<file path="config.mk">
export PLATFORM = sky130hd
export DESIGN_NAME = bcd_to_bin_seq_flat
export DESIGN_NICKNAME = d
export VERILOG_FILES = /design/src/rtl/bcd_pkg.sv /design/src/rtl/bcd_to_bin_seq_if.sv /design/src/rtl/bcd_mul10_add.sv /design/src/rtl/bcd_to_bin_seq.sv /design/src/flat_wrapper.sv
export SDC_FILE = /design/constraint.sdc
export NUM_CORES = 1
export LEC_CHECK = 0
export BUFFER_PORTS_ARGS = -buffer_cell sky130_fd_sc_hd__buf_4
export CAP_MARGIN = 10
export CORE_MARGIN = 2
export CORE_UTILIZATION = 45
export CTS_BUF_LIST = sky130_fd_sc_hd__clkbuf_16
export DETAILED_ROUTE_END_ITERATION = 6
export PLACE_DENSITY = 0.62
export SLEW_MARGIN = 20
export SYNTH_ARGS = -nofsm -noshare
export SYNTH_HDL_FRONTEND = slang
export SYNTH_SLANG_ARGS = --single-unit
</file>
<file path="constraint.sdc">
create_clock -name clk -period 3.29 [get_ports clk]
set_input_delay 0.658 -clock clk [delete_from_list [all_inputs] [get_ports clk]]
set_output_delay 0.658 -clock clk [all_outputs]
set_load 0.05 [all_outputs]
</file>
<file path="src/rtl/bcd_pkg.sv">
// rtl/bcd_pkg.sv - shared FSM encodings and constants for the BCD-to-binary converter
package bcd_pkg;

  typedef enum logic [1:0] {
    IDLE = 2'd0,
    CONV = 2'd1,
    DONE = 2'd2
  } state_t;

  localparam logic [3:0] BCD_MAX = 4'd9;

  // A failed conversion reports an all-ones result; users slice this to their width.
  localparam logic [31:0] ERR_FILL = '1;

endpackage

</file>
<file path="src/rtl/bcd_to_bin_seq_if.sv">
// rtl/bcd_to_bin_seq_if.sv - request/result bundle between a requester and the converter
interface bcd_to_bin_seq_if #(
  parameter int NDIG = 4
);

  localparam int BW = $clog2(10**NDIG);

  logic              start;
  logic [4*NDIG-1:0] a;
  logic [BW-1:0]     y;
  logic              busy;
  logic              done;
  logic              err;

  modport master (output start, output a, input y, input busy, input done, input err);
  modport slave  (input start, input a, output y, output busy, output done, output err);

endinterface

</file>
<file path="src/rtl/bcd_mul10_add.sv">
// rtl/bcd_mul10_add.sv - one MSD-first conversion step: acc*10 + digit, flagging non-BCD digits
module bcd_mul10_add
  import bcd_pkg::*;
#(
  parameter int BW = 14
) (
  input  logic [BW-1:0] acc,
  input  logic [3:0]    digit,
  output logic [BW-1:0] next_acc,
  output logic          digit_bad
);

  // Shift-and-add keeps the step multiplier-free; wraps silently only for bad digits.
  assign next_acc  = (acc << 3) + (acc << 1) + BW'(digit);
  assign digit_bad = (digit > BCD_MAX);

endmodule

</file>
<file path="src/rtl/bcd_to_bin_seq.sv">
// rtl/bcd_to_bin_seq.sv - sequential packed-BCD to binary converter, one digit per cycle
module bcd_to_bin_seq
  import bcd_pkg::*;
#(
  parameter int NDIG = 4
) (
  input  logic             clk,
  input  logic             rst_n,
  bcd_to_bin_seq_if.slave  bus
);

  localparam int             BW       = $clog2(10**NDIG);
  localparam int             CW       = $clog2(NDIG + 1);
  localparam logic [CW-1:0]  CNT_LAST = CW'(NDIG - 1);
  localparam logic [BW-1:0]  Y_ERR    = ERR_FILL[BW-1:0];

  state_t            state_q, state_d;
  logic [4*NDIG-1:0] sr_q, sr_d;
  logic [BW-1:0]     acc_q, acc_d;
  logic [BW-1:0]     y_q, y_d;
  logic [CW-1:0]     cnt_q, cnt_d;
  logic              errf_q, errf_d;
  logic              err_q, err_d;
  logic [BW-1:0]     next_acc;
  logic              digit_bad;
  logic              last_digit;
  logic              err_now;

  bcd_mul10_add #(.BW(BW)) u_step (
    .acc       (acc_q),
    .digit     (sr_q[4*NDIG-1 -: 4]),
    .next_acc  (next_acc),
    .digit_bad (digit_bad)
  );

  assign last_digit = (cnt_q == CNT_LAST);
  assign err_now    = errf_q | digit_bad;

  always_ff @(posedge clk or negedge rst_n) begin
    if (!rst_n) state_q <= IDLE;
    else        state_q <= state_d;
  end

  always_comb begin
    state_d = state_q;
    case (state_q)
      IDLE:    if (bus.start) state_d = CONV;
      CONV:    if (last_digit) state_d = DONE;
      DONE:    state_d = IDLE;
      default: state_d = IDLE;
    endcase
  end

  always_comb begin
    bus.busy = (state_q != IDLE);
    bus.done = (state_q == DONE);
  end

  always_comb begin
    sr_d   = sr_q;
    acc_d  = acc_q;
    cnt_d  = cnt_q;
    errf_d = errf_q;
    y_d    = y_q;
    err_d  = err_q;
    case (state_q)
      IDLE: begin
        if (bus.start) begin
          sr_d   = bus.a;
          acc_d  = '0;
          cnt_d  = '0;
          errf_d = 1'b0;
        end
      end
      CONV: begin
        acc_d  = next_acc;
        sr_d   = sr_q << 4;
        cnt_d  = cnt_q + CW'(1);
        errf_d = err_now;
        // The final digit's step feeds the result registers directly.
        if (last_digit) begin
          y_d   = err_now ? Y_ERR : next_acc;
          err_d = err_now;
        end
      end
      default: ;
    endcase
  end

  always_ff @(posedge clk or negedge rst_n) begin
    if (!rst_n) begin
      sr_q   <= '0;
      acc_q  <= '0;
      cnt_q  <= '0;
      errf_q <= 1'b0;
      y_q    <= '0;
      err_q  <= 1'b0;
    end else begin
      sr_q   <= sr_d;
      acc_q  <= acc_d;
      cnt_q  <= cnt_d;
      errf_q <= errf_d;
      y_q    <= y_d;
      err_q  <= err_d;
    end
  end

  assign bus.y   = y_q;
  assign bus.err = err_q;

endmodule

</file>
<file path="src/flat_wrapper.sv">
// flat-port wrapper written by rule: the top's interface ports become plain ports
module bcd_to_bin_seq_flat import bcd_pkg::*;
#(
  parameter int NDIG = 4
)
  (clk, rst_n, bus_start, bus_a, bus_y, bus_busy, bus_done, bus_err);
  bcd_to_bin_seq_if #(.NDIG(NDIG)) bus_i ();
  input  logic clk;
  input  logic rst_n;
  input wire logic [$bits(bus_i.start)-1:0] bus_start;
  input wire logic [$bits(bus_i.a)-1:0] bus_a;
  output wire logic [$bits(bus_i.y)-1:0] bus_y;
  output wire logic [$bits(bus_i.busy)-1:0] bus_busy;
  output wire logic [$bits(bus_i.done)-1:0] bus_done;
  output wire logic [$bits(bus_i.err)-1:0] bus_err;
  assign bus_i.start = bus_start;
  assign bus_i.a = bus_a;
  assign bus_y = bus_i.y;
  assign bus_busy = bus_i.busy;
  assign bus_done = bus_i.done;
  assign bus_err = bus_i.err;
  bcd_to_bin_seq #(.NDIG(NDIG)) u_core (.clk(clk), .rst_n(rst_n), .bus(bus_i));
endmodule
</file>
# After elaboration in Yosys (flattened, before gate mapping)
# Index checks and enable logic that the tools add are counted.
# classes
addsub	3
n_mux	12
reduce_logical	6
eq_ne	5
n_lt_le_gt_ge	1
bitwise	1
# ops
cell	n
$pmux 16 s2	1
$pmux 13 s2	1
$mux 16	1
$add 14x14->14	1
$add 14x4->14	1
$mux 14	1
$mux 13	1
$pmux 3 s2	1
$reduce_and 2->1	3
$gt 4x4->1 const B	1
$mux 2	2
$pmux 2 s2	1
$reduce_bool 2->1	2
$add 3x1->3 const B	1
$eq 3x2->1 const B	1
$mux 3	1
$eq 2x1->1 const B	1
$eq 2x2->1 const B	1
$logic_not 2->1	1
$ne 2x1->1 const B	1
$ne 2x2->1 const B	1
$pmux 1 s2	1
$mux 1	1
$or 1x1->1	1
# totals
word_cells	35
input_bits	19
out_inout_bits	17
regBits	50

# Logic depth before layout (Yosys ltp)
# Gate-level depths: netlist of run 1.
# logic_depth
ltp_word	3
depth_mapped	10

# Hierarchy
# From an unflattened synthesis of run 1, not the netlist that was laid out.
# hier_totals
cells_unflattened	263
hier_area_um2	2695.1
# modules_own_cells
module	n_inst	area_per_inst_um2	seq_area_each_um2	cells_per_inst
bcd_to_bin_seq	1	2029.4	1276.2	186
bcd_mul10_add	1	665.6	0.0	77

# Worst setup path before layout of run 1
# OpenSTA, ideal clock, no wires.
# synth_timing
kind	register to register
from	register u_core.acc_q[0]
to	register u_core.y_q[13], in the netlist u_core.bus.y[13]
arrival_ns	2.503
path_buffers	0
path_slack_ns	0.667
setup_ns	0.120
stages_incl_launch_ff	11
required_time_ns	3.170
period_less_slack_ns	2.623
cell_sequence	dfrtp_1 > inv_1 > fa_1 > inv_1 > ha_1 > a21o_1 > nand4_1 > a21boi_2 > a221o_1 > or4_1 > and3_1
# synth_via
elab_chain_cells	3
# synth_lines
element	line	source
from (decl)	bcd_to_bin_seq.sv:19	logic [BW-1:0] acc_q, acc_d;
from (signal assigned)	bcd_to_bin_seq.sv:93	acc_q <= '0;
from (signal assigned)	bcd_to_bin_seq.sv:100	acc_q <= acc_d;
$add 14x14->14	bcd_mul10_add.sv:14	assign next_acc = (acc << 3) + (acc << 1) + BW'(digit);
$add 14x4->14	bcd_mul10_add.sv:14	
$mux 14	bcd_to_bin_seq.sv:82	y_d = err_now ? Y_ERR : next_acc;
to (signal assigned)	bcd_to_bin_seq.sv:103	y_q <= y_d;
to (decl)	bcd_to_bin_seq.sv:20	logic [BW-1:0] y_q, y_d;
# No other way between the ends.
# A chain may end at the register's enable or synchronous reset.

# Worst setup path after layout of run 1
# Same ends and word-level chain as after synthesis.

==> run metrics, run 1 <==
register area around 1300 um2; Synth warnings 0; die area 6750 um2; most frequent cells in the layout nand2_1 (53), dfrtp_1 (50), buf_4 (39); Post-Syn Instances 291; drt wl/cell 14.7 um; CORE AREA 5920 um2; total grt overflow 0; Fin Setup TNS 0 ns; hpwl dp 4110 um; status finished, final reports clean; hold violation count in the final report 0; max_slew headroom a little over two fifths; CTS tree yes; setup bufs post-CTS 0; sequential area share after synthesis 45.5%; area growth from synthesis to layout 17.3%; GRT Util Overall ~19%; DRC viols 0; Clock Skew 0.00547 ns; final WL 5820 um; first-pass GRT wire length 9920 um; final net count 365; PostCTS Resize Cnt 0; FFs w/ async S/R, synth 100%; TritonCTS buffer count 5; Port Buffers 35; Reg2Reg Setup Slack approximately 0.55 ns; crit-path max FO 3; fmax approximately 370 MHz; critical path class reg2reg; unrepaired setup endpoints after global routing no; number of DRC markers in iteration 0 147; ANT cells 0; CTS root buffer clkbuf_16; endpoints failing setup 0; antenna violations before repair 0; Yosys reg bits 50; commonest non-fill, non-tap cell in the layout nand2_1; max-cap violation count 0; Syn Area/Cell between 9 and 10 um2; clk slew on worst S/H paths 0.07 ns; CTS sink cnt 50; Final Wtd Congestion between 0.8 and 0.9; Syn Nets ~340; Synth Flop Type dfrtp_1; Final Critical Period about 2.7 ns; initial core utilization 46.4%; worst endpoint required time approximately 3.5 ns; worst slew pin tran 0.839 ns; CTS max path bufs 2; DRT antenna net count 0; I/O pins 36; Die Y 82.2 um; DIE WIDTH about 82 um; H-tree Lvls 2; post-DR vias/cell 5.42; Worst Setup End Kind register; fin. max-slew vios 0; Post-CTS Hold Buffers 0; DR vias between 2000 and 2500; Startpoint Class register; Distinct cells, synth 41; Worst Hold Class in2async; Clk Latency, worst-skew pair 0.29 ns; Core Rows 28; area occupied by multi-input gates around 1400 um2; final worst-path cycle share 83.2%; layout cells sized above 1 between 15 and 20%; 1st-pass router iterations 4; Arr. time, crit path 2.92 ns; Post-Syn Area 2750 um2; vias in the first global route between 2000 and 2500; EDFF count, synth 0; largest net degree at the start of global routing between 50 and 60; # fillers 542
## critical path, stage by stage (launching register included)
cell	delay, ns
dfrtp_1	0.35
inv_1	0.07
fa_1	0.59
inv_1	0.06
ha_1	0.29
a21o_1	0.17
nand4_1	0.13
a21boi_2	0.09
a221o_1	0.36
or4_1	0.38
and3_1	0.15
## cell families (layout without fill, tap and decap cells)
| group | Yosys count | count (layout) | synth area share (%) |
|---|---|---|---|
| AND/OR/NAND/NOR | 112 | 112 | 18.3 |
| AO/OA/AOI/OAI | 67 | 67 | 16.5 |
| buffers and inverters | 27 | 57 | 4.51 |
| adder cells (fa/ha/maj) | 26 | 26 | 12.4 |
| XOR/XNOR | 9 | 9 | 2.87 |
| flip-flops | 50 | 50 | 45.5 |
## registers in the layout, indices dropped and copies added (netlist names)
name and count:
u_core.acc_q 13, u_core.bus.err 1, u_core.bus.y 14, u_core.cnt_q 3, u_core.errf_q 1, u_core.state_q 2
u_core.sr_q 16
## per-stage QoR
| step | worst slack [ns] | hold WS [ns] | cell area [um2] | cells | util [%] |
|---|---|---|---|---|---|
| floorplan | 0.667 | 0.362 | 2750 | 291 | - |
| CTS | 0.544 | 0.415 | 3220 | 396 | 54.4 |
| global route | 0.406 | 0.440 | 3220 | 396 | 54.4 |
| finish | 0.553 | 0.381 | 3220 | 396 | 54.4 |
| global placement | 0.593 | 0.484 | 3050 | 388 | 51.5 |
| detailed placement | 0.580 | 0.488 | 3050 | 388 | 51.5 |
## cells in the mapped netlist, types with 2 or more instances
cell type / number / share of area (%)
o2bb2ai_1: 4 / 1.3
clkbuf_1: 13 / 1.8
nor2_1: 24 / 3.3
a211oi_1: 2 / 0.55
o21ai_0: 13 / 2.4
nand3_1: 17 / 3.1
ha_1: 24 / 11
a31oi_1: 11 / 2.5
nor3_1: 2 / 0.36
nand2b_1: 2 / 0.46
nand2_1: 53 / 7.2
dfrtp_1: 50 / 46
nor2b_1: 2 / 0.46
fa_1: 2 / 1.5
xnor2_1: 7 / 2.2
buf_6: 3 / 1.2
inv_1: 10 / 1.4
and3_1: 2 / 0.46
a21oi_1: 12 / 2.2
o31ai_1: 4 / 1.1
a21o_1: 3 / 0.82
o22a_1: 10 / 3.2
xor2_1: 2 / 0.64
and2_4: 2 / 0.64
## path summary, 6_finish.rpt
check | start | to | cells after the start
worst max-delay path | u_core.acc_q[0] | u_core.bus.y[13] | 10
worst min-delay path | rst_n | u_core.bus.y[12] | 1
worst max register to register | u_core.acc_q[0] | u_core.bus.y[13] | 10
worst min register to register | u_core.bus.err | u_core.bus.err | 2
max in group asynchronous | rst_n | u_core.bus.y[3] | 1
min in group clk | u_core.bus.err | u_core.bus.err | 2
## final cells by class
type / instances / share of cell area [%]
Clock buffer: 5 / 3.88
Clock inverter: 3 / 1.51
Inverter: 10 / 1.16
Multi-Input combinational cell: 214 / 42.6
Sequential cell: 50 / 38.8
Tap cell: 75 / 2.91
Timing Repair Buffer: 39 / 9.08
## routing by layer
| metal | share of wire (%) | global-route usage [%] |
|---|---|---|
| met5 | 0 | 0 |
| met4 | 1.2 | 4.67 |
| met2 | 48 | 31.6 |
| met3 | 2.8 | 3.26 |
| met1 | 48 | 26.7 |
Power of run 1 is left out: the tool's default activity adds up to more than one toggle a clock period on the data nets, which glitch-free logic cannot reach.
==> run 2, diff against run 1 <==
==> constraint.sdc (replaced) <==
create_clock -name clk -period 2.8 [get_ports clk]
set_input_delay 0.56 -clock clk [delete_from_list [all_inputs] [get_ports clk]]
set_output_delay 0.56 -clock clk [all_outputs]
set_load 0.05 [all_outputs]
==> run 2 against run 1 <==
  * Register-to-register slack worse by 0.43 ns
  * Maximum frequency up 2.1%
  * Count of clock-buffer cells in the layout unchanged
  * Critical path depth unchanged
  * Critical endpoint unchanged
  * Largest cell class unchanged
==> run metrics, run 2 (synthesized netlist as in run 1, its figures left out) <==
Worst Setup End Kind register; H-tree Lvls 2; Clock Skew 0.00414 ns; CTS max path bufs 2; fmax about 370 MHz; Startpoint Class register; CTS tree yes; pre-CTS setup slack 0.0676 ns; vias in the first global route 2098; Clk Latency, worst-skew pair 0.29 ns; CTS sink cnt 50; final worst-path cycle share 95.7%; die area approximately 6700 um2; crit-path max FO 3; max_slew headroom 44.9%; Die Y 82.2 um; Final Critical Period 2.68 ns; number of DRC markers in iteration 0 115; Worst Hold Class in2async; Port Buffers 35; Layout Cells excl Fill 396; CORE AREA slightly below 6000 um2; initial core utilization 46.4%; worst endpoint required time roughly 3 ns; fin area 3220 um2; post-DR vias/cell 5.46; DRC viols 0; final WL 5960 um; TritonCTS buffer count 5; DRT antenna net count 0; most frequent cells in the layout nand2_1 (53), dfrtp_1 (50), buf_4 (39); I/O pins 36; PnR worst setup slack 0.120 ns; DIE WIDTH 82.2 um; final net count 365; GRT Util Overall 19.8%; drt wl/cell roughly 15 um; endpoints failing setup 0; Post-CTS Hold Buffers 0; critical path class reg2reg; total grt overflow 0; Core Rows 28; commonest non-fill, non-tap cell in the layout nand2_1; Final Wtd Congestion between 0.7 and 0.8; ANT cells 0; antenna violations before repair 0; area growth from synthesis to layout 17.2%; Cell Area, Placed 3050 um2; Post-Place Cells 388; hold violation count in the final report 0; CTS root buffer clkbuf_16; worst slew pin tran 0.825 ns; fin. max-slew vios 0; largest net degree at the start of global routing 51; 1st-pass router iterations 4; DR vias ~2200; layout cells sized above 1 16.8%; first-pass GRT wire length between 10000 and 15000 um; status finished, final reports clean; hpwl dp 4190 um; clk slew on worst S/H paths roughly 0.07 ns; max-cap violation count 0; max reg flops 16; unrepaired setup endpoints after global routing yes; Reg with most FFs u_core.sr_q; Arr. time, crit path 2.86 ns
[run 2: cell type report]
type | instances | area [um2]
inverter | 10 | 37.5
clock inverter | 3 | 47.5
tap | 75 | 93.8
fill | 545 | 2700
timing repair buffer | 39 | 293
sequential | 50 | 1250
clock buffer | 5 | 125
multi-input combinational | 214 | 1370
[run 2: through the flow]
step	hold slack, ns	TNS (ns)	utilization [%]
detailed placement	0.486	0	51.5
finish	0.286	0	54.4
global route	0.353	-0.00235	54.4
floorplan	0.264	0	-
global placement	0.484	0	51.5
CTS	0.322	0	54.4
[run 2: what timing repair did]
item | CTS | global route
gates resized for setup | 0 | 1
setup endpoints to repair | 0 | 1
setup buffers | 0 | 0
[run 2: path summary, 6_finish.rpt]
check	depth (start not counted)	endpoint	slack, ns	startpoint
setup / recovery	10	u_core.bus.y[13]	0.12	u_core.sr_q[15]
hold / removal	1	u_core.bus.y[9]	0.29	rst_n
setup reg to reg	10	u_core.bus.y[13]	0.12	u_core.sr_q[15]
hold reg to reg	1	u_core.cnt_q[0]	0.51	u_core.cnt_q[0]
max in group asynchronous	1	u_core.acc_q[1]	2.08	rst_n
min in group clk	3	u_core.sr_q[0]	0.46	bus_a[0]
[run 2: per-layer routing]
metal | track usage [%] | routed length (um) | vias up | share of wire, %
li1 | - | - | 1074 | -
met1 | 27.2 | 2900 | 1048 | 49
met5 | 0 | 0 | - | 0
met3 | 2.93 | 168 | 8 | 2.8
met4 | 5.50 | 72 | 0 | 1.2
met2 | 32.8 | 2820 | 32 | 47
[run 2: worst max-delay path, cell delays in order, from the launching register on]
cell,delay (ns)
dfrtp_1,0.36
inv_2,0.05
fa_1,0.58
inv_1,0.06
ha_1,0.29
a21o_1,0.17
nand4_1,0.12
a21boi_2,0.09
a221o_1,0.33
or4_1,0.38
and3_1,0.15
Power of run 2 is left out for the same reason.
